### src/rtl/stack_op_sequencer.sv
// stack_op_sequencer
//   Command-driven controller for the stack/TOS datapath. It takes one command at a
//   time (PUSH, POP, STORE, LOAD, RESTORE) over a valid/ready handshake and expands
//   it into the per-cycle register, mux and write-enable controls for the datapath.
//   It tracks a shadow copy of TOS (depth) and rejects commands that would overflow
//   or underflow the stack, or that carry an illegal opcode.
// Ports
//   clk, reset                 clock, synchronous active-high reset
//   cmd_valid/cmd_ready        command handshake; ready only while idle
//   cmd_op/cmd_src/cmd_tos     opcode, PUSH mux source, RESTORE value
//   done                       pulse in the last cycle of a command
//   err_valid/err_code         pulse the cycle after a rejected accept
//   depth                      shadow TOS
//   ctrl_*/sel_*               Moore datapath controls
module stack_op_sequencer #(
  parameter int ADDR_WIDTH = 12,
  parameter int RD_LAT     = 1
) (
  input  logic                  clk,
  input  logic                  reset,
  input  logic                  cmd_valid,
  output logic                  cmd_ready,
  input  logic [2:0]            cmd_op,
  input  logic [2:0]            cmd_src,
  input  logic [ADDR_WIDTH-1:0] cmd_tos,
  output logic                  done,
  output logic                  err_valid,
  output logic [1:0]            err_code,
  output logic [ADDR_WIDTH-1:0] depth,
  output logic                  ctrl_reg_read_stack,
  output logic                  ctrl_reg_write_stack,
  output logic                  ctrl_reg_read_mem,
  output logic                  ctrl_reg_write_mem,
  output logic                  ctrl_reg_tos,
  output logic                  sel_mux_tos,
  output logic                  sel_tos_updater,
  output logic                  ctrl_stack,
  output logic                  ctrl_mem_ext,
  output logic [2:0]            sel_mux_stack
);

  localparam logic [2:0] OP_PUSH    = 3'd0;
  localparam logic [2:0] OP_POP     = 3'd1;
  localparam logic [2:0] OP_STORE   = 3'd2;
  localparam logic [2:0] OP_LOAD    = 3'd3;
  localparam logic [2:0] OP_RESTORE = 3'd4;

  localparam logic [1:0] ERR_NONE  = 2'b00;
  localparam logic [1:0] ERR_OVF   = 2'b01;
  localparam logic [1:0] ERR_UNF   = 2'b10;
  localparam logic [1:0] ERR_ILLEG = 2'b11;

  // Last value of the wait counter before the capture state; unused when RD_LAT=0.
  localparam logic [1:0] WAIT_LAST = (RD_LAT > 0) ? 2'(RD_LAT - 1) : 2'd0;

  typedef enum logic [3:0] {
    S_IDLE, S_RD_WAIT, S_POP_CAP, S_POP_DEC, S_ST_CAP, S_ST_WRITE, S_ST_DEC,
    S_LD_WAIT, S_LD_CAP, S_PUSH_LATCH, S_PUSH_WRITE, S_RESTORE
  } state_t;

  state_t                state, state_nxt;
  logic [2:0]            op_q, src_q;
  logic [ADDR_WIDTH-1:0] tos_q, depth_q;
  logic                  load_q;
  logic [1:0]            wait_cnt;
  logic                  accept;
  logic [1:0]            rej_code;

  assign accept = cmd_valid && (state == S_IDLE);
  assign depth  = depth_q;

  // Rejection is decided against the depth seen at accept time.
  always_comb begin
    rej_code = ERR_NONE;
    if (cmd_op > OP_RESTORE)
      rej_code = ERR_ILLEG;
    else if ((cmd_op == OP_PUSH || cmd_op == OP_LOAD) && depth_q == '1)
      rej_code = ERR_OVF;
    else if ((cmd_op == OP_POP || cmd_op == OP_STORE) && depth_q == '0)
      rej_code = ERR_UNF;
  end

  always_comb begin
    state_nxt = state;
    case (state)
      S_IDLE: if (accept && rej_code == ERR_NONE) begin
        case (cmd_op)
          OP_PUSH:  state_nxt = S_PUSH_LATCH;
          OP_POP:   state_nxt = (RD_LAT == 0) ? S_POP_CAP : S_RD_WAIT;
          OP_STORE: state_nxt = (RD_LAT == 0) ? S_ST_CAP : S_RD_WAIT;
          OP_LOAD:  state_nxt = (RD_LAT == 0) ? S_LD_CAP : S_LD_WAIT;
          default:  state_nxt = S_RESTORE;
        endcase
      end
      S_RD_WAIT:    if (wait_cnt == WAIT_LAST)
                      state_nxt = (op_q == OP_POP) ? S_POP_CAP : S_ST_CAP;
      S_POP_CAP:    state_nxt = S_POP_DEC;
      S_ST_CAP:     state_nxt = S_ST_WRITE;
      S_ST_WRITE:   state_nxt = S_ST_DEC;
      S_LD_WAIT:    if (wait_cnt == WAIT_LAST) state_nxt = S_LD_CAP;
      S_LD_CAP:     state_nxt = S_PUSH_LATCH;
      S_PUSH_LATCH: state_nxt = S_PUSH_WRITE;
      default:      state_nxt = S_IDLE;
    endcase
  end

  always_ff @(posedge clk) begin
    if (reset) begin
      state     <= S_IDLE;
      op_q      <= '0;
      src_q     <= '0;
      tos_q     <= '0;
      load_q    <= 1'b0;
      wait_cnt  <= '0;
      depth_q   <= '0;
      err_valid <= 1'b0;
      err_code  <= ERR_NONE;
    end else begin
      state     <= state_nxt;
      err_valid <= accept && (rej_code != ERR_NONE);
      err_code  <= accept ? rej_code : ERR_NONE;
      if (accept) begin
        op_q   <= cmd_op;
        src_q  <= cmd_src;
        tos_q  <= cmd_tos;
        load_q <= (cmd_op == OP_LOAD);
      end
      // Counter only runs inside a wait state, so it is zero on every entry.
      wait_cnt <= (state == S_RD_WAIT || state == S_LD_WAIT) ? wait_cnt + 2'd1 : 2'd0;
      case (state)
        S_PUSH_LATCH:        depth_q <= depth_q + ADDR_WIDTH'(1);
        S_POP_DEC, S_ST_DEC: depth_q <= depth_q - ADDR_WIDTH'(1);
        S_RESTORE:           depth_q <= tos_q;
        default:             ;
      endcase
    end
  end

  // Moore output decode.
  always_comb begin
    cmd_ready            = (state == S_IDLE);
    done                 = 1'b0;
    ctrl_reg_read_stack  = 1'b0;
    ctrl_reg_write_stack = 1'b0;
    ctrl_reg_read_mem    = 1'b0;
    ctrl_reg_write_mem   = 1'b0;
    ctrl_reg_tos         = 1'b0;
    sel_mux_tos          = 1'b0;
    sel_tos_updater      = 1'b0;
    ctrl_stack           = 1'b0;
    ctrl_mem_ext         = 1'b0;
    sel_mux_stack        = 3'b000;
    case (state)
      S_PUSH_LATCH: begin
        ctrl_reg_write_stack = 1'b1;
        ctrl_reg_tos         = 1'b1;
        // LOAD pushes the word just captured from external memory.
        sel_mux_stack        = load_q ? 3'b001 : src_q;
      end
      S_PUSH_WRITE: begin
        ctrl_stack = 1'b1;
        done       = 1'b1;
      end
      S_POP_CAP:  ctrl_reg_read_stack = 1'b1;
      S_ST_CAP:   ctrl_reg_write_mem  = 1'b1;
      S_ST_WRITE: ctrl_mem_ext        = 1'b1;
      S_LD_CAP:   ctrl_reg_read_mem   = 1'b1;
      S_POP_DEC, S_ST_DEC: begin
        ctrl_reg_tos    = 1'b1;
        sel_tos_updater = 1'b1;
        done            = 1'b1;
      end
      S_RESTORE: begin
        ctrl_reg_tos = 1'b1;
        sel_mux_tos  = 1'b1;
        done         = 1'b1;
      end
      default: ;
    endcase
  end

endmodule

### config.mk
export PLATFORM = sky130hd
export DESIGN_NAME = stack_op_sequencer
export DESIGN_NICKNAME = d
export VERILOG_FILES = /design/src/rtl/stack_op_sequencer.sv
export SDC_FILE = /design/constraint.sdc
export NUM_CORES = 1
export LEC_CHECK = 0
export ABC_AREA = 1
export BUFFER_PORTS_ARGS = -buffer_cell sky130_fd_sc_hd__buf_2
export CORE_ASPECT_RATIO = 1.75
export CORE_MARGIN = 2
export CORE_UTILIZATION = 55
export DETAILED_ROUTE_END_ITERATION = 10
export GPL_TIMING_DRIVEN = 0
export HOLD_SLACK_MARGIN = 0.06
export PLACE_DENSITY = 0.88
export SYNTH_ARGS = -nofsm -noshare
export SYNTH_HDL_FRONTEND = slang
export SYNTH_SLANG_ARGS = --single-unit
### constraint.sdc
create_clock -name clk -period 5.35 [get_ports clk]
set_input_delay 0.535 -clock clk [delete_from_list [all_inputs] [get_ports clk]]
set_output_delay 0.535 -clock clk [all_outputs]
set_load 0.01 [all_outputs]
==> metrics, run 1 <==
status completed; Slew @ Worst Pin 0.499 ns; cts bufs inserted 5; CTS tree built; most common cell in the netlist nand2_1; worst path cell trace nand2_2 > inv_2 > nand2_2 > nand2_2 > inv_2 > o21ai_2 > buf_4 > buf_2; Mean Syn Cell Area 6.41 um2; CTS max path bufs 2; PwrDens 448 mW/mm2; hold crit path type register to register; Worst slew margin 0.667; cell row count 32; starting density of the core 0.572; io pins 50; fillers 407; slowest CP cell dfxtp_1; pin count of the biggest net entering global routing 16; leakage power 1.50 nW; Peak VDD IR 0.356 mV; ANT cells 0; Routability Congestion 0.901; crit path max fanout 15; Nets 482; Mapped Cells 393; ys async rst share 0; Most common cell on crit path nand2_2; max incr delay on CP 0.46 ns; CP endpoint kind output pin; number of global-route vias before repair 2509; yosys warns 0; WP buf/inv 4; die area 0.00516 mm2; DR pass1 iterations 5; Hold Buf Count CTS 0; RR Startpoint state[1]; type of origin of the critical path register; Sw Share 0.439; Buffers on Ports 48; CTS sink count 40; initial drt markers 90; Distinct cells, synth 33; vias per cell 5.43; Total GRT Usage 0.279; setup TNS 0 ns; Post-CTS Setup Bufs 0; Avg WL per Cell 13.2 um; Psw 576 uW; EDFF count, synth 0; GRT Residual Overflow 0; mapped cell area 0.00252 mm2; fin crit period 2.38 ns; clock power share 0.188; critical path class register to output pin; Synth top cells by count nand2_1, inv_1, dfxtp_1, nor2_1, a21oi_1; Final Hold Viols 0; Routed WL 6600 um; sequential fraction of the synthesis area 0.318; Synth Net Count 427; RSZ-0062 raised after global routing false; share of cells above drive strength 1 0.183; htree depth 2; clock slew at reported path FFs 0.07 ns; internal power 735 uW; Area contributors post-synth dfxtp_1, nand2_1, inv_1; CP startpoint state[1]; Synth Register Bits 40; Vias 2713; Comb pwr share 0.477; hold path start wait_cnt[0]; crit path DAT 1.84 ns; die span in y 93.5 um; top_reg_cell synth dfxtp_1; core area 0.00440 mm2; initial antenna violation count 0; number of remaining DRC errors 0; Detail Route Antenna Nets 0; CP required 4.82 ns; Setup violations, final 0; area leader, netlist dfxtp_1; skew final 0.00892 ns; Synth-to-Final Area Change 16.3%; Slew Limit Fails 0; Peak Freq 0.421 GHz; Flop pwr share 0.335; Post-DP HPWL 5130 um; CTS resizes 0; global-route wire length before repair 10600 um; clk root buf clkbuf_8; clock latency on the worst-skew pair 0.30 ns; Yosys top cell area share 0.318; max cap viols 0; period utilization 0.444; overall power 1.31 mW; die width 55.2 um; CP top delay family simple AND/OR/NAND/NOR gates
## flip-flops by register name (all words and copies together), names as in the netlist
| name | count |
|---|---|
| depth | 12 |
| tos_q | 12 |
| state | 4 |
| op_q | 3 |
| src_q | 3 |
| err_code | 2 |
| wait_cnt | 2 |
| err_valid | 1 |
| load_q | 1 |
## cell families after synthesis
logic type,synth area share
adder cells (fa/ha/maj),0.0676
AND/OR/NAND/NOR,0.324
XOR/XNOR,0.00696
AO/OA/AOI/OAI,0.172
buffers and inverters,0.111
flip-flops,0.318
## per-layer routing
metal | wire length [um] | vias to the layer above | GRT usage
li1 | - | 1376 | -
met1 | 2470 | 1244 | 0.277
met2 | 3720 | 76 | 0.510
met3 | 211 | 17 | 0.0383
met4 | 195 | 0 | 0.163
met5 | 0 | - | 0
## placed cells by master (no fill, tap or decap), drive strengths merged, types with 2 or more instances in the layout
cell	count
a21o	2
a21oi	35
a31oi	6
buf	54
clkbuf	9
clkinv	4
dfxtp	40
ha	12
inv	56
nand2	109
nand3	25
nand4	7
nor2	42
nor3	6
o21ai	32
## power by group through the flow
stage	clock (mW)	combinational (mW)	sequential [mW]
finish	0.246	0.626	0.440
detailed placement	0	0.618	0.443
floorplan	0	0.450	0.439
global route	0.260	0.704	0.448
global placement	0	0.606	0.440
CTS	0.248	0.624	0.437
## worst reg2reg max path, cell delays in order, from the launching register on
cell	delay, ns
dfxtp_1	0.46
nand2_2	0.15
inv_2	0.09
nand2_2	0.06
nand2_2	0.30
fa_1	0.33
nand2_1	0.10
nand3_1	0.11
nand2_1	0.10
o21ai_0	0.22
xor2_1	0.18
nand2_1	0.07
a21oi_1	0.11
## cell type report
type | instances | area, um2 | share of cell area
multi-input combinational | 285 | 1440 | 0.491
sequential | 40 | 801 | 0.273
timing repair buffer | 48 | 240 | 0.0820
inverter | 59 | 224 | 0.0764
clock buffer | 6 | 72.6 | 0.0248
tap | 51 | 63.8 | 0.0218
buffer | 9 | 55.1 | 0.0188
clock inverter | 2 | 35.0 | 0.0120
## stage by stage
step / std cells / worst slack, ns / util / hold WS [ns] / instance area, um2
2_1_floorplan: 393 / 3.38 / - / 0.391 / 2520
3_3_place_gp: 492 / 3.09 / 0.641 / 0.399 / 2820
3_5_place_dp: 492 / 3.07 / 0.641 / 0.404 / 2820
4_1_cts: 500 / 2.96 / 0.665 / 0.428 / 2930
5_1_grt: 500 / 2.82 / 0.665 / 0.444 / 2930
6_report: 500 / 2.97 / 0.665 / 0.427 / 2930
## path summary, 6_finish.rpt
check / endpoint / cells after the start / slack [ns]
hold / removal: wait_cnt[0] / 1 / 0.43
setup / recovery: ctrl_reg_tos / 8 / 2.97
hold reg to reg: wait_cnt[0] / 1 / 0.43
setup reg to reg: depth[6] / 12 / 3.03
Note: power is estimated with default switching activity, not from simulation.
==> run 2, diff against run 1 <==
CORE_UTILIZATION = 50   (was 55)
PLACE_DENSITY = 0.84   (was 0.88)
clock period = 2.16 ns   (was 5.35 ns; I/O delays follow)
==> metrics, run 2 (synthesis gave the netlist of run 1 again) <==
multi-input logic area 0.00161 mm2 (+12%); Routed WL 7440 um (+13%); crit path DAT 2.35 ns (+0.51 ns); pin count of the biggest net entering global routing 13 (-3); share of cells above drive strength 1 0.264 (+0.0810); Buffers on Ports 48 (unchanged); initial antenna violation count 0 (unchanged); Flop pwr share 0.313 (-0.022); die width 57.7 um (+4.5%); Slew Limit Fails 0 (unchanged); RSZ-0062 raised after global routing true; ANT cells 0 (unchanged); non-filler cells, final 513 (+2.6%); clk root buf clkbuf_8; GRT Residual Overflow 0 (unchanged); Avg WL per Cell 14.5 um (+9.9%); Vias 2829 (+4.3%); crit path max fanout 6 (-9); Sw Share 0.440 (about the same); period utilization 0.976; DR pass1 iterations 4 (-1); commonest non-fill, non-tap cell in the layout nand2_1; Final Hold Viols 0 (unchanged); Worst slew margin 0.670 (+0.00259); fin crit period 2.11 ns; Comb pwr share 0.518 (+0.041); CP endpoint kind register; number of remaining DRC errors 0 (unchanged); placed cell count 495 (+0.61%); Psw 1.60 mW (+180%); number of global-route vias before repair 2735 (+9.0%); leakage power 1.57 nW (+4.2%); vias per cell 5.51 (+1.6%); htree depth 2 (unchanged); Detail Route Antenna Nets 0 (unchanged); type of origin of the critical path register; initial drt markers 102 (+13%); status completed; PwrDens 1130 mW/mm2 (+150%); CTS sink count 40 (unchanged); max cap viols 0 (unchanged); Synth-to-Final Area Change 27.8%; Post-DP HPWL 5450 um (+6.2%); starting density of the core 0.515 (-0.0570); Setup violations, final 0 (unchanged); cts bufs inserted 5 (unchanged); Routability Congestion 0.904 (+0.39%); CTS max path bufs 2 (unchanged); Peak Freq 0.474 GHz; cell row count 34 (+6.3%); fillers 423 (+3.9%); clock power share 0.168 (-0.020); most frequent cells in the layout nand2_1, buf_2, inv_1; skew final 0.0160 ns (+0.00705 ns); die span in y 97.9 um (+4.7%); die area 0.00564 mm2 (+9.4%); Nets 492 (+2.1%); clock latency on the worst-skew pair 0.31 ns (about the same); clock slew at reported path FFs 0.09 ns (+0.02 ns); Hold Buf Count CTS 0 (unchanged); register area 811 um2 (+1.3%); critical path class register to register; io pins 50 (unchanged); global-route wire length before repair 11600 um (+9.7%); internal power 2.04 mW (+180%); Slew @ Worst Pin 0.495 ns (-0.00388 ns); CP required 2.40 ns (-2.42 ns); core area 0.00489 mm2 (+11%); Peak VDD IR 0.829 mV (+130%); CTS tree built; hold crit path type input port to register; Total GRT Usage 0.264 (-0.0154); setup TNS 0 ns (unchanged)
## run 2: cell count changes in the layout (fill, tap and decap cells not counted), moves of 4 or more
cell / change
buf_4: +8
dfxtp_1: -4
ha_1: -8
ha_4: +8
nand2_1: -5
nor2_1: -6
nor2_2: +4
## run 2: critical path: stages, from the launching register on
cell and delay [ns]:
dfxtp_4 0.37, nand2_4 0.10, inv_2 0.05, nand2_2 0.08, nand2_4 0.11, buf_12 0.15, buf_4 0.12, ha_1 0.30
nand3_2 0.09, nand3_2 0.13, inv_1 0.11, o21ai_1 0.08, a21oi_1 0.13, o21ai_0 0.10, a21oi_1 0.13
## run 2: area by class of cell
class | count | share of cell area
repair buffers | 58 | 0.106
inverters | 59 | 0.0696
clock inverters | 2 | 0.0109
plain buffers | 9 | 0.0171
clock buffers | 6 | 0.0225
flip-flops and latches | 40 | 0.252
well taps | 54 | 0.0210
multi-input cells | 285 | 0.501
## run 2: power by group through the flow
stage	sequential [mW]	combinational, mW	clock, mW
2_1_floorplan	1.09	1.11	0
4_1_cts	1.10	1.63	0.614
6_report	1.14	1.88	0.612
3_3_place_gp	1.10	1.51	0
5_1_grt	1.15	2.10	0.639
3_5_place_dp	1.10	1.56	0
## run 2: what timing repair did
action / in CTS / in global routing
pin swaps: 1 / 4
setup endpoints to repair: 7 / 7
buffers inserted: 4 / 6
gates resized for setup: 7 / 36
endpoints found under the hold margin: 0 / 0
## run 2: final timing paths
| path | from | endpoint | slack, ns | depth (start not counted) |
|---|---|---|---|---|
| hold / removal | cmd_tos[2] | tos_q[2] | 0.15 | 3 |
| hold reg to reg | wait_cnt[0] | wait_cnt[0] | 0.41 | 1 |
| setup reg to reg | state[0] | depth[5] | 0.05 | 14 |
| setup / recovery | state[0] | depth[5] | 0.05 | 14 |
## run 2: through the flow
| stage | hold slack, ns | instance area, um2 | worst slack [ns] | util | power [mW] |
|---|---|---|---|---|---|
| 6_report | 0.150 | 3220 | 0.0512 | 0.658 | 3.63 |
| 5_1_grt | 0.155 | 3220 | -0.0598 | 0.658 | 3.89 |
| 4_1_cts | 0.158 | 2990 | 0.0323 | 0.612 | 3.34 |
| 3_5_place_dp | 0.405 | 2830 | -0.122 | 0.578 | 2.66 |
| 3_3_place_gp | 0.398 | 2830 | -0.0778 | 0.578 | 2.60 |
| 2_1_floorplan | 0.359 | 2520 | 0.191 | - | 2.20 |
## run 2: per-layer routing
layer  up-vias  track usage  share of wire
li1       1409            -              -
met2        88        0.484           0.54
met1      1288        0.249           0.35
met4         0        0.215          0.071
met5         -            0              0
met3        44       0.0278          0.034
